[src/rtl/vga_pkg.sv]
// Shared VGA timing constants, polarity constants and configuration helpers.
// Holds presets for 640x480@60 and 800x600@60 plus default widths.
// Imported by every file of the VGA output block.
package vga_pkg;

    // 640x480@60 (25.175 MHz nominal pixel clock)
    localparam int H_ACTIVE_480 = 640;
    localparam int H_FP_480     = 16;
    localparam int H_SYNC_480   = 96;
    localparam int H_BP_480     = 48;
    localparam int V_ACTIVE_480 = 480;
    localparam int V_FP_480     = 10;
    localparam int V_SYNC_480   = 2;
    localparam int V_BP_480     = 33;

    // 800x600@60 (40 MHz nominal pixel clock)
    localparam int H_ACTIVE_600 = 800;
    localparam int H_FP_600     = 40;
    localparam int H_SYNC_600   = 128;
    localparam int H_BP_600     = 88;
    localparam int V_ACTIVE_600 = 600;
    localparam int V_FP_600     = 1;
    localparam int V_SYNC_600   = 4;
    localparam int V_BP_600     = 23;

    // Sync active level
    localparam bit POL_NEG = 1'b0;
    localparam bit POL_POS = 1'b1;

    localparam int COLOR_W_DEF = 8;
    localparam int CNT_W_DEF   = 11;
    localparam int LAT_MAX     = 4;

    function automatic int max2(input int a, input int b);
        return (a > b) ? a : b;
    endfunction

endpackage

[src/rtl/vga_delay_line.sv]
// Enable-gated shift register of configurable width and depth; depth 0 is a wire.
// Latency: DEPTH enabled clk edges.
// No backpressure; holds contents while en is low, reset loads RST_VAL everywhere.
module vga_delay_line #(
    parameter int             W       = 1,
    parameter int             DEPTH   = 1,
    parameter logic [W-1:0]   RST_VAL = '0
) (
    input  logic         clk,
    input  logic         reset,
    input  logic         en,
    input  logic [W-1:0] din,
    output logic [W-1:0] dout
);

    generate
        if (DEPTH == 0) begin : g_wire
            assign dout = din;
        end else begin : g_shift
            logic [DEPTH-1:0][W-1:0] stage;

            // Shift one position per enabled edge; reset blanks every stage.
            always_ff @(posedge clk) begin
                if (reset) begin
                    stage <= {DEPTH{RST_VAL}};
                end else if (en) begin
                    stage[0] <= din;
                    for (int i = 1; i < DEPTH; i++) begin
                        stage[i] <= stage[i-1];
                    end
                end
            end

            assign dout = stage[DEPTH-1];
        end
    endgenerate

endmodule

[src/rtl/vga_timing_gen.sv]
// VGA timing generator: counters, pixel request, sync generation and registered DAC outputs.
// Latency: counter state at step k reaches r/g/b/hsync/vsync/videoon after step k+LAT+1.
// No backpressure; pix_en=0 freezes counters, delay line and output registers.
module vga_timing_gen
    import vga_pkg::*;
#(
    parameter int H_ACTIVE = H_ACTIVE_480,
    parameter int H_FP     = H_FP_480,
    parameter int H_SYNC   = H_SYNC_480,
    parameter int H_BP     = H_BP_480,
    parameter int V_ACTIVE = V_ACTIVE_480,
    parameter int V_FP     = V_FP_480,
    parameter int V_SYNC   = V_SYNC_480,
    parameter int V_BP     = V_BP_480,
    parameter bit HS_POL   = POL_NEG,
    parameter bit VS_POL   = POL_NEG,
    parameter int COLOR_W  = COLOR_W_DEF,
    parameter int LAT      = 1,
    parameter int CNT_W    = CNT_W_DEF
) (
    input  logic               clk,
    input  logic               reset,
    input  logic               pix_en,
    input  logic [COLOR_W-1:0] red,
    input  logic [COLOR_W-1:0] green,
    input  logic [COLOR_W-1:0] blue,
    output logic [CNT_W-1:0]   column,
    output logic [CNT_W-1:0]   row,
    output logic               req,
    output logic               line_start,
    output logic               frame_start,
    output logic [COLOR_W-1:0] r,
    output logic [COLOR_W-1:0] g,
    output logic [COLOR_W-1:0] b,
    output logic               hsync,
    output logic               vsync,
    output logic               videoon
);

    localparam int H_TOTAL = H_ACTIVE + H_FP + H_SYNC + H_BP;
    localparam int V_TOTAL = V_ACTIVE + V_FP + V_SYNC + V_BP;

    // Reject configurations the counters or delay line cannot represent.
    generate
        if (LAT < 0 || LAT > LAT_MAX) begin : g_bad_lat
            $error("vga_timing_gen: LAT must be 0..4");
        end
        if ((2 ** CNT_W) < max2(H_TOTAL, V_TOTAL)) begin : g_bad_cnt_w
            $error("vga_timing_gen: CNT_W too narrow for line/frame totals");
        end
    endgenerate

    localparam logic [CNT_W-1:0] H_LAST   = CNT_W'(H_TOTAL - 1);
    localparam logic [CNT_W-1:0] V_LAST   = CNT_W'(V_TOTAL - 1);
    localparam logic [CNT_W-1:0] H_ACT    = CNT_W'(H_ACTIVE);
    localparam logic [CNT_W-1:0] V_ACT    = CNT_W'(V_ACTIVE);
    localparam logic [CNT_W-1:0] HS_FIRST = CNT_W'(H_ACTIVE + H_FP);
    localparam logic [CNT_W-1:0] HS_LAST  = CNT_W'(H_ACTIVE + H_FP + H_SYNC - 1);
    localparam logic [CNT_W-1:0] VS_FIRST = CNT_W'(V_ACTIVE + V_FP);
    localparam logic [CNT_W-1:0] VS_LAST  = CNT_W'(V_ACTIVE + V_FP + V_SYNC - 1);

    logic [CNT_W-1:0] hcnt;
    logic [CNT_W-1:0] vcnt;
    logic             hs_raw;
    logic             vs_raw;
    logic             req_d;
    logic             hs_d;
    logic             vs_d;

    // Raster counters: hcnt walks the line, vcnt steps on the hcnt wrap edge.
    always_ff @(posedge clk) begin
        if (reset) begin
            hcnt <= '0;
            vcnt <= '0;
        end else if (pix_en) begin
            if (hcnt == H_LAST) begin
                hcnt <= '0;
                vcnt <= (vcnt == V_LAST) ? '0 : vcnt + 1'b1;
            end else begin
                hcnt <= hcnt + 1'b1;
            end
        end
    end

    // Stage 0: request, coordinates and level-independent sync, straight from the counters.
    assign req         = (hcnt < H_ACT) && (vcnt < V_ACT);
    assign column      = req ? hcnt : '0;
    assign row         = req ? vcnt : '0;
    assign hs_raw      = (hcnt >= HS_FIRST) && (hcnt <= HS_LAST);
    assign vs_raw      = (vcnt >= VS_FIRST) && (vcnt <= VS_LAST);
    assign line_start  = pix_en && (hcnt == '0) && !reset;
    assign frame_start = line_start && (vcnt == '0);

    // Match the frame source's latency so sync and colour land on the same output edge.
    vga_delay_line #(
        .W       (3),
        .DEPTH   (LAT),
        .RST_VAL (3'b000)
    ) u_delay (
        .clk   (clk),
        .reset (reset),
        .en    (pix_en),
        .din   ({req, hs_raw, vs_raw}),
        .dout  ({req_d, hs_d, vs_d})
    );

    // Output register: blank colour outside the active area, apply sync polarity.
    always_ff @(posedge clk) begin
        if (reset) begin
            r       <= '0;
            g       <= '0;
            b       <= '0;
            videoon <= 1'b0;
            hsync   <= ~HS_POL;
            vsync   <= ~VS_POL;
        end else if (pix_en) begin
            r       <= req_d ? red   : '0;
            g       <= req_d ? green : '0;
            b       <= req_d ? blue  : '0;
            videoon <= req_d;
            hsync   <= hs_d ? HS_POL : ~HS_POL;
            vsync   <= vs_d ? VS_POL : ~VS_POL;
        end
    end

endmodule

[config.mk]
export PLATFORM = sky130hd
export DESIGN_NAME = vga_timing_gen
export DESIGN_NICKNAME = d
export VERILOG_FILES = /design/src/rtl/vga_pkg.sv /design/src/rtl/vga_delay_line.sv /design/src/rtl/vga_timing_gen.sv
export SDC_FILE = /design/constraint.sdc
export NUM_CORES = 1
export LEC_CHECK = 0
export CORE_UTILIZATION = 39
export CTS_CLUSTER_DIAMETER = 60
export DETAILED_ROUTE_END_ITERATION = 8
export PLACE_DENSITY = 0.7
export SETUP_SLACK_MARGIN = 0.02
export SLEW_MARGIN = 40
export SYNTH_ARGS = -nofsm -noshare
export SYNTH_HDL_FRONTEND = slang
export SYNTH_SLANG_ARGS = --single-unit
[constraint.sdc]
create_clock -name clk -period 2.5 [get_ports clk]
set_input_delay 0.375 -clock clk [delete_from_list [all_inputs] [get_ports clk]]
set_output_delay 0.375 -clock clk [all_outputs]
set_load 0.01 [all_outputs]
Yosys cells after proc, flatten, opt, wreduce, memory -nomap -nowiden
Index checks and enable logic that the tools add are counted.
{"block": "classes", "n_addsub": 2, "magnitude_cmp": 6, "n_eq_ne": 2, "mux": 9, "n_reduce_logical": 10}
{"op": "2-to-1 mux 11 bit", "n": 4}
{"op": "2-to-1 mux 8 bit", "n": 3}
{"op": "adder 11 x 1 -> 11 bit, second input constant", "n": 2}
{"op": "equality test 11 x 10 -> 1 bit, second input constant", "n": 2}
{"op": "logical NOT 11 bit", "n": 2}
{"op": "greater-or-equal comparator 11 x 10 -> 1 bit, second input constant", "n": 1}
{"op": "greater-or-equal comparator 11 x 9 -> 1 bit, second input constant", "n": 1}
{"op": "less-or-equal comparator 11 x 10 -> 1 bit, second input constant", "n": 1}
{"op": "less-or-equal comparator 11 x 9 -> 1 bit, second input constant", "n": 1}
{"op": "< comparator 11 x 10 -> 1 bit, second input constant", "n": 1}
{"op": "< comparator 11 x 9 -> 1 bit, second input constant", "n": 1}
{"op": "logical AND 1 bit", "n": 6}
{"op": "2-to-1 mux 1 bit", "n": 2}
{"op": "AND reduction 2 bit", "n": 1}
{"op": "logical NOT 1 bit", "n": 1}
{"block": "totals", "ff_bits": 52, "inputBits": 27, "output_inout_bits": 52, "word_cells": 38}

Longest topological paths before layout
{"block": "depth", "ltp_word": 4, "mapped_depth": 7, "depth_no_buf": 6}

Cells and area by module
A second synthesis with hierarchy kept.
{"block": "unflattened", "cells_unflattened": 282, "hier_area_um2": 2399.8}
{"mod": "vga_timing_gen", "n_inst": 1, "cells_each": 273, "area_each_um2": 2298.5, "seq_area_each_um2": 980.9}
{"mod": "vga_delay_line", "n_inst": 1, "cells_each": 9, "area_each_um2": 101.3, "seq_area_each_um2": 60.1}

Least setup slack after synthesis
No wires, ideal clock.
{"block": "synth_path", "kind": "flip-flop to flip-flop", "start": "register hcnt[5]", "end": "register vcnt[7]", "setup_time_ns": 0.115, "t_arrival_ns": 1.941, "required_ns": 2.385, "slack_ns": 0.444, "stages_incl_launch_ff": 7, "n_path_buf": 2, "period_less_slack_ns": 2.056, "path_cell_list": "dfxtp_1 > buf_6 > or4_4 > or3_1 > buf_2 > o31a_1 > o21ba_1"}
{"block": "synth_via", "elab_chain_cells": 2}
{"element": "start, declared", "line_no": "vga_timing_gen.sv:62", "rtl": "logic [CNT_W-1:0] hcnt;"}
{"element": "start signal, assigned", "line_no": "vga_timing_gen.sv:80", "rtl": "hcnt <= hcnt + 1'b1;"}
{"element": "equality test 11 x 10 -> 1 bit", "line_no": "vga_timing_gen.sv:76", "rtl": "if (hcnt == H_LAST) begin"}
{"element": "AND reduction 2 bit (no line)"}
{"element": "end signal, assigned", "line_no": "vga_timing_gen.sv:78", "rtl": "vcnt <= (vcnt == V_LAST) ? '0 : vcnt + 1'b1;"}
{"element": "end, declared", "line_no": "vga_timing_gen.sv:63", "rtl": "logic [CNT_W-1:0] vcnt;"}
No other way between the ends.
A chain may end at the register's enable or synchronous reset.

Final worst setup path
{"block": "layout_path", "start": "register vcnt[8]", "end": "output row[7]"}
{"block": "layout_via", "elab_chain_cells": 3}
{"element": "< comparator 11 x 9 -> 1 bit", "line_no": "vga_timing_gen.sv:86", "rtl": "assign req = (hcnt < H_ACT) && (vcnt < V_ACT);"}
{"element": "logical AND 1 bit", "line_no": "vga_timing_gen.sv:86"}
{"element": "2-to-1 mux 11 bit", "line_no": "vga_timing_gen.sv:88", "rtl": "assign row = req ? vcnt : '0;"}
{"element": "end, declared", "line_no": "vga_timing_gen.sv:28", "rtl": "output logic [CNT_W-1:0] row,"}
No other way between the ends.

==> flow_results.xml <==
<?xml version="1.0" encoding="UTF-8"?>
<metrics>
  <group name="cts">
    <metric name="cts_hold_buf" unit="">0</metric>
    <metric name="htree_levels" unit="">2</metric>
    <metric name="clk_sink_count" unit="">52</metric>
    <metric name="cts_root_buf" unit="">clkbuf_8</metric>
    <metric name="cts-root-to-sink-buffers" unit="">2</metric>
    <metric name="cts_tree" unit="">built</metric>
    <metric name="clock_pin_slew_worst_setup_and_hold_paths" unit="ps">110</metric>
    <metric name="cts_buffers" unit="">5</metric>
    <metric name="worst_skew_pair.late_latency" unit="ps">310</metric>
  </group>
  <group name="job">
    <metric name="maximum_capacitance_violations" unit="">0</metric>
  </group>
  <group name="setup_path">
    <metric name="critical-path-slowest-cell" unit="">clkdlybuf4s50_1</metric>
    <metric name="timing.critical_path.max_delay_family" unit="">buffers and inverters</metric>
    <metric name="critical_path_peak_fanout" unit="">13</metric>
    <metric name="cpPeakStageDelay" unit="ps">470</metric>
    <metric name="timing.critical_path.cells" unit="">nand4_1, and4_1, buf_4, and2_1, clkdlybuf4s50_1</metric>
    <metric name="cp.arrival" unit="ps">1980</metric>
    <metric name="critPathRequiredTime" unit="ps">2120</metric>
    <metric name="worst-setup-path-type" unit="">reg2out</metric>
    <metric name="worstPathBufferInverterCount" unit="">2</metric>
    <metric name="startpoint_type" unit="">flip-flop</metric>
    <metric name="critical_path.endpoint_type" unit="">output port</metric>
  </group>
  <group name="yosys">
    <metric name="mappedNetlistArea" unit="um^2">2410</metric>
    <metric name="synth_sequential_area_ratio" unit="%">43.2</metric>
    <metric name="postSynthAreaPerCell" unit="um^2">8.35</metric>
    <metric name="leading_post_synthesis_cells_by_cell_area" unit="">dfxtp_1, a22oi_1, nor2_1</metric>
    <metric name="ys_ff_latch" unit="">52</metric>
    <metric name="synth.distinct_cells" unit="">42</metric>
    <metric name="asyncSetResetFlopFracSynth" unit="%">0</metric>
    <metric name="synth.yosys.warnings" unit="">0</metric>
    <metric name="synth.top_cell.area_share" unit="%">43.2</metric>
    <metric name="synth_enable_flop_cells" unit="">0</metric>
    <metric name="synthTopCellsByCount" unit="">dfxtp_1, nor2_1, a22oi_1</metric>
    <metric name="synth_most_common_cell" unit="">dfxtp_1</metric>
    <metric name="synthFlopType" unit="">dfxtp_1</metric>
    <metric name="post_synth_inst_count" unit="">289</metric>
    <metric name="synth_top_cell_by_area" unit="">dfxtp_1</metric>
  </group>
  <group name="finish">
    <metric name="multi_input_comb_area" unit="um^2">1240</metric>
    <metric name="fill_cells" unit="">541</metric>
    <metric name="final_layout_size_suffix_gt1_share" unit="%">9.73</metric>
    <metric name="num-nets-final" unit="">400</metric>
    <metric name="synthToLayoutAreaGrowth" unit="%">42.5</metric>
    <metric name="final-seq-area" unit="um^2">1040</metric>
    <metric name="n_antenna_cell" unit="">0</metric>
  </group>
  <group name="timing">
    <metric name="rsz0062_at_grt" unit="">false</metric>
    <metric name="hold_violations" unit="">0</metric>
    <metric name="layout_min_cycle_time" unit="ps">2350</metric>
    <metric name="final.setup.tns" unit="ps">0</metric>
    <metric name="fmax" unit="MHz">425</metric>
    <metric name="number_of_pins_with_negative_max_slew_slack_in_the_final_report" unit="">0</metric>
    <metric name="worst_clock_skew" unit="ps">12.1</metric>
    <metric name="final_setup_violation_count" unit="">0</metric>
    <metric name="finalCritPeriodShare" unit="%">94.1</metric>
  </group>
  <group name="floorplanning">
    <metric name="std_cell_rows" unit="">28</metric>
    <metric name="width_of_the_chip" unit="um">80.6</metric>
    <metric name="fp.coreArea" unit="um^2">5960</metric>
    <metric name="io-pin-count" unit="">79</metric>
    <metric name="design.die.area" unit="um^2">6500</metric>
    <metric name="fp.dieH" unit="um">80.6</metric>
    <metric name="initial_utilization" unit="%">40.5</metric>
  </group>
  <group name="drt">
    <metric name="drtIter0Drc" unit="">108</metric>
    <metric name="dr_total_vias" unit="">2310</metric>
    <metric name="drcViolationCount" unit="">0</metric>
    <metric name="vias_per_cell" unit="">5.19</metric>
    <metric name="drt-total-wl" unit="um">5970</metric>
    <metric name="antenna_violating_nets_post_route" unit="">0</metric>
    <metric name="wl_per_cell" unit="um">13.4</metric>
    <metric name="detailedRoute.firstPassIterationCount" unit="">4</metric>
  </group>
  <group name="run_status">
    <metric name="result_of_the_run" unit="">finished clean</metric>
  </group>
  <group name="power">
    <metric name="post-layout-total-power" unit="W">0.00164</metric>
    <metric name="power_per_cell_area" unit="nW/um^2">476</metric>
    <metric name="power.ir.vdd_worst" unit="mV">0.339</metric>
    <metric name="leakagePower" unit="nW">1.27</metric>
  </group>
  <group name="grt">
    <metric name="grt_pass1_vias" unit="">2156</metric>
    <metric name="groute.usage.overall" unit="%">19.6</metric>
    <metric name="grt_overflow_total" unit="">0</metric>
    <metric name="grt_antenna_before_repair" unit="">0</metric>
    <metric name="pin_count_of_the_biggest_net_entering_global_routing" unit="">42</metric>
    <metric name="grt_first_pass_wirelength" unit="um">9890</metric>
  </group>
  <group name="placement">
    <metric name="gp_congestion" unit="">0.844</metric>
    <metric name="io_buffers" unit="">75</metric>
    <metric name="detailedPlacementHpwl" unit="um">4170</metric>
  </group>
  <group name="worst_hold_path">
    <metric name="min-delay-path-class" unit="">reg2reg</metric>
  </group>
</metrics>
-- state kept, by name, summed over array words and instances (netlist names) --
| register | count |
|---|---|
| hcnt | 11 |
| videoon | 1 |
| b | 8 |
| vsync | 1 |
| vcnt | 11 |
| r | 8 |
| hsync | 1 |
| u_delay.dout | 3 |
| g | 8 |
-- report_power, final --
group          internal, W  leakage [nW]  total (W)  switching (W)
sequential        0.000847         0.423   0.000857     0.00000998
combinational     0.000103         0.787   0.000184      0.0000806
clock             0.000303        0.0558   0.000595       0.000292
-- logic make-up (layout without fill, tap and decap cells) --
| family | Yosys count | count (layout) | synth area share, % |
|---|---|---|---|
| AND/OR/NAND/NOR | 130 | 130 | 28.1 |
| buffers and inverters | 36 | 115 | 6.48 |
| AO/OA/AOI/OAI | 52 | 52 | 14.8 |
| XOR/XNOR | 12 | 12 | 4.36 |
| other | 1 | 3 | 0.155 |
| flip-flops | 52 | 52 | 43.2 |
| adder cells (fa/ha/maj) | 4 | 4 | 2.07 |
| multiplexers | 2 | 2 | 0.830 |
-- metal layers --
| metal | vias to the layer above | global-route usage [%] | routed length, um |
|---|---|---|---|
| li1 | 1160 | - | - |
| met3 | 9 | 7.39 | 605 |
| met4 | 0 | 7.68 | 138 |
| met1 | 1049 | 25.2 | 2690 |
| met5 | - | 0 | 0 |
| met2 | 92 | 29.2 | 2530 |
-- cell usage in the layout, fill, tap and decap left out, types with 5 or more instances in the layout --
master	netlist	routed
inv_1	11	11
xnor2_1	8	8
nand2_1	9	9
dfxtp_1	52	50
clkdlybuf4s50_1	0	73
a22oi_1	25	25
and2_1	21	21
nand4_1	7	7
buf_4	3	21
a21oi_1	12	12
nor4_1	9	7
clkbuf_8	0	5
nor2_1	49	49
nand3_1	11	11
nor3_1	5	5
-- worst reg2reg max path: stages (launching register included) --
cell and delay [ps]:
dfxtp_1 380, or4_4 600, or3_1 450, buf_4 200
or3_1 340, a21oi_1 160
-- final timing paths --
check / start / end / slack [ps] / depth (start not counted)
setup / recovery: vcnt[8] / row[7] / 150 / 5
hold / removal: u_delay.dout[0] / u_delay.dout[0] / 490 / 2
setup reg to reg: hcnt[10] / vcnt[3] / 310 / 5
hold reg to reg: u_delay.dout[0] / u_delay.dout[0] / 490 / 2
-- stage by stage --
stage / area [um^2] / hold WS [ps] / utilization, % / std cells / setup slack, ps
after global routing: 3440 / 521 / 57.7 / 445 / 33.9
after global placement: 3310 / 452 / 55.5 / 437 / -174
after floorplan: 2420 / 441 / - / 291 / 444
after detailed placement: 3310 / 471 / 55.5 / 437 / -183
after CTS: 3420 / 495 / 57.5 / 445 / 11.9
final: 3440 / 492 / 57.7 / 445 / 148
-- repair_timing --
action                                  in CTS  in global routing
endpoints found under the setup margin      13                 15
buffers inserted                             0                  0
resized for setup                            3                  5
-- layout make-up --
cell class	count	area share (%)
repair buffers	96	26.5
multi-input cells	203	36.0
well taps	75	2.73
inverters	11	1.20
clock inverters	2	1.13
clock buffers	6	2.11
flip-flops and latches	52	30.3
(Power assumes the default switching activity.)
==> variant (same flow settings) <==
Set the parameter `LAT` to 2 (it was 1). Comments in the files are not updated.
--- a/src/rtl/vga_timing_gen.sv
+++ b/src/rtl/vga_timing_gen.sv
@@ -16,5 +16,5 @@
     parameter bit VS_POL   = POL_NEG,
     parameter int COLOR_W  = COLOR_W_DEF,
-    parameter int LAT      = 1,
+    parameter int LAT      = 2,
     parameter int CNT_W    = CNT_W_DEF
 ) (
Check against the original RTL: not equivalent (a bounded check fails within 4 cycles, from zero or initial values and one cycle with reset high).
==> variant against the original RTL <==
Design area grew 3.2%. Worst setup slack lost 0.067 ns. Via count grew 2.7%. Sequential power grew 4.3%. Synthesized cell count grew 4.2%. Power shrank 4.3%. Count of clock-buffer cells in the layout shrank 1. Sequential cell count grew 3. Register-to-register slack lost 0.08 ns. Combinational power shrank 18%. Largest cell class unchanged. Synthesized area grew 4.6%. Wire length is essentially flat.
==> variant: results (changes against the original RTL) <==
Layout
  – Non-clock buffer share: 26.46% (about the same)
  – Non-clock inverter count: 9 (was 11)
  – Number of multi-input combinational cells in the layout: 211 (was 203)
  – Area taken by multi-input logic gates: 1284 um^2 (was 1239 um^2)
  – Multi-input gate share of the layout cell area: 36.19% (was 36.03%)
  – Ratio of cells with drive above 1 in the final layout: 9.948% (was 9.730%)

Run status
  – Status: completed (unchanged)

Pwr
  – Power Dens Cells: 441.0 nW/um^2 (was 475.6 nW/um^2)
  – Static Leakage: 0.001319 uW (was 0.001266 uW)
  – Power attributed to combinational cells: 151 uW (was 184 uW)

Detailed routing
  – Initial DRC Count: 84 (was 108)
  – Wire length the detailed router placed on met1: 2.642 mm (was 2.689 mm)
  – Met2 wirelength from detailed routing: 2.791 mm (was 2.534 mm)
  – Vias/cell: 5.190 (was 5.191)

Worst hold path
  – Worst hold endpoint: u_delay.g_shift.stage[1]$_SDFFE_PP0P_ (was u_delay.dout[0]$_SDFFE_PP0P_)
  – Hold wc startpoint: u_delay.g_shift.stage[1]$_SDFFE_PP0P_ (was u_delay.dout[0]$_SDFFE_PP0P_)

Critical path
  – Critical Path AT: 2.04 ns (was 1.98 ns)
  – Worst Setup EP: line_start (was row[7])

GRT
  – Overall global routing resource usage: 18.77% (was 19.56%)
  – Pin count of the biggest net entering global routing: 48 (was 42)
  – Met1 global-route usage: 22.92% (was 25.24%)
  – Met2 track demand over resource in global routing: 30.83% (was 29.15%)

Place
  – Pre-CTS WS: -0.6165 ns (was -0.1831 ns)

Yosys
  – List of most frequent post-synthesis cells: sky130_fd_sc_hd__dfxtp_1 (55), sky130_fd_sc_hd__nor2_1 (51), sky130_fd_sc_hd__a22oi_1 (24), sky130_fd_sc_hd__and2_1 (20), sky130_fd_sc_hd__clkbuf_1 (20) (was sky130_fd_sc_hd__dfxtp_1 (52), sky130_fd_sc_hd__nor2_1 (49), sky130_fd_sc_hd__a22oi_1 (25), sky130_fd_sc_hd__and2_1 (21), sky130_fd_sc_hd__clkbuf_1 (17))
  – Seq cells post-synth: 55 (was 52)
  – Number of distinct library cells after synthesis: 41 (was 42)

STA
  – Clock skew after layout: 0.01245 ns (was 0.01209 ns)
  – Final clock period utilization by the worst path: 96.76% (was 94.06%)
[variant: changes by cell type after synthesis, sizes merged, moves of 3 or more]
cell	before	now
a21oi	12	8
and4	3	6
clkbuf	17	20
dfxtp	52	55
inv	11	8
mux2i	2	7
nand2	9	13
or4	2	5
xnor2	8	5
[variant: kinds of logic (layout without fill, tap and decap cells)]
group / Yosys count / after routing / share of synthesized area [%]
AOI/OAI and AO/OA: 44 / 44 / 11.80
xor gates and xnor gates: 10 / 10 / 3.470
adders and majority gates: 4 / 4 / 1.983
buffers and inverters: 37 / 116 / 6.395
DFF: 55 / 55 / 43.63
muxes: 7 / 7 / 2.777
other: 1 / 3 / 0.1486
and+or+nand+nor: 143 / 143 / 29.80
[variant: worst max-delay path: stages (launching register included)]
cell	delay, ns
sky130_fd_sc_hd__dfxtp_2	0.33
sky130_fd_sc_hd__or4_4	0.53
sky130_fd_sc_hd__or4_4	0.55
sky130_fd_sc_hd__inv_1	0.06
sky130_fd_sc_hd__dlygate4sd2_1	0.26
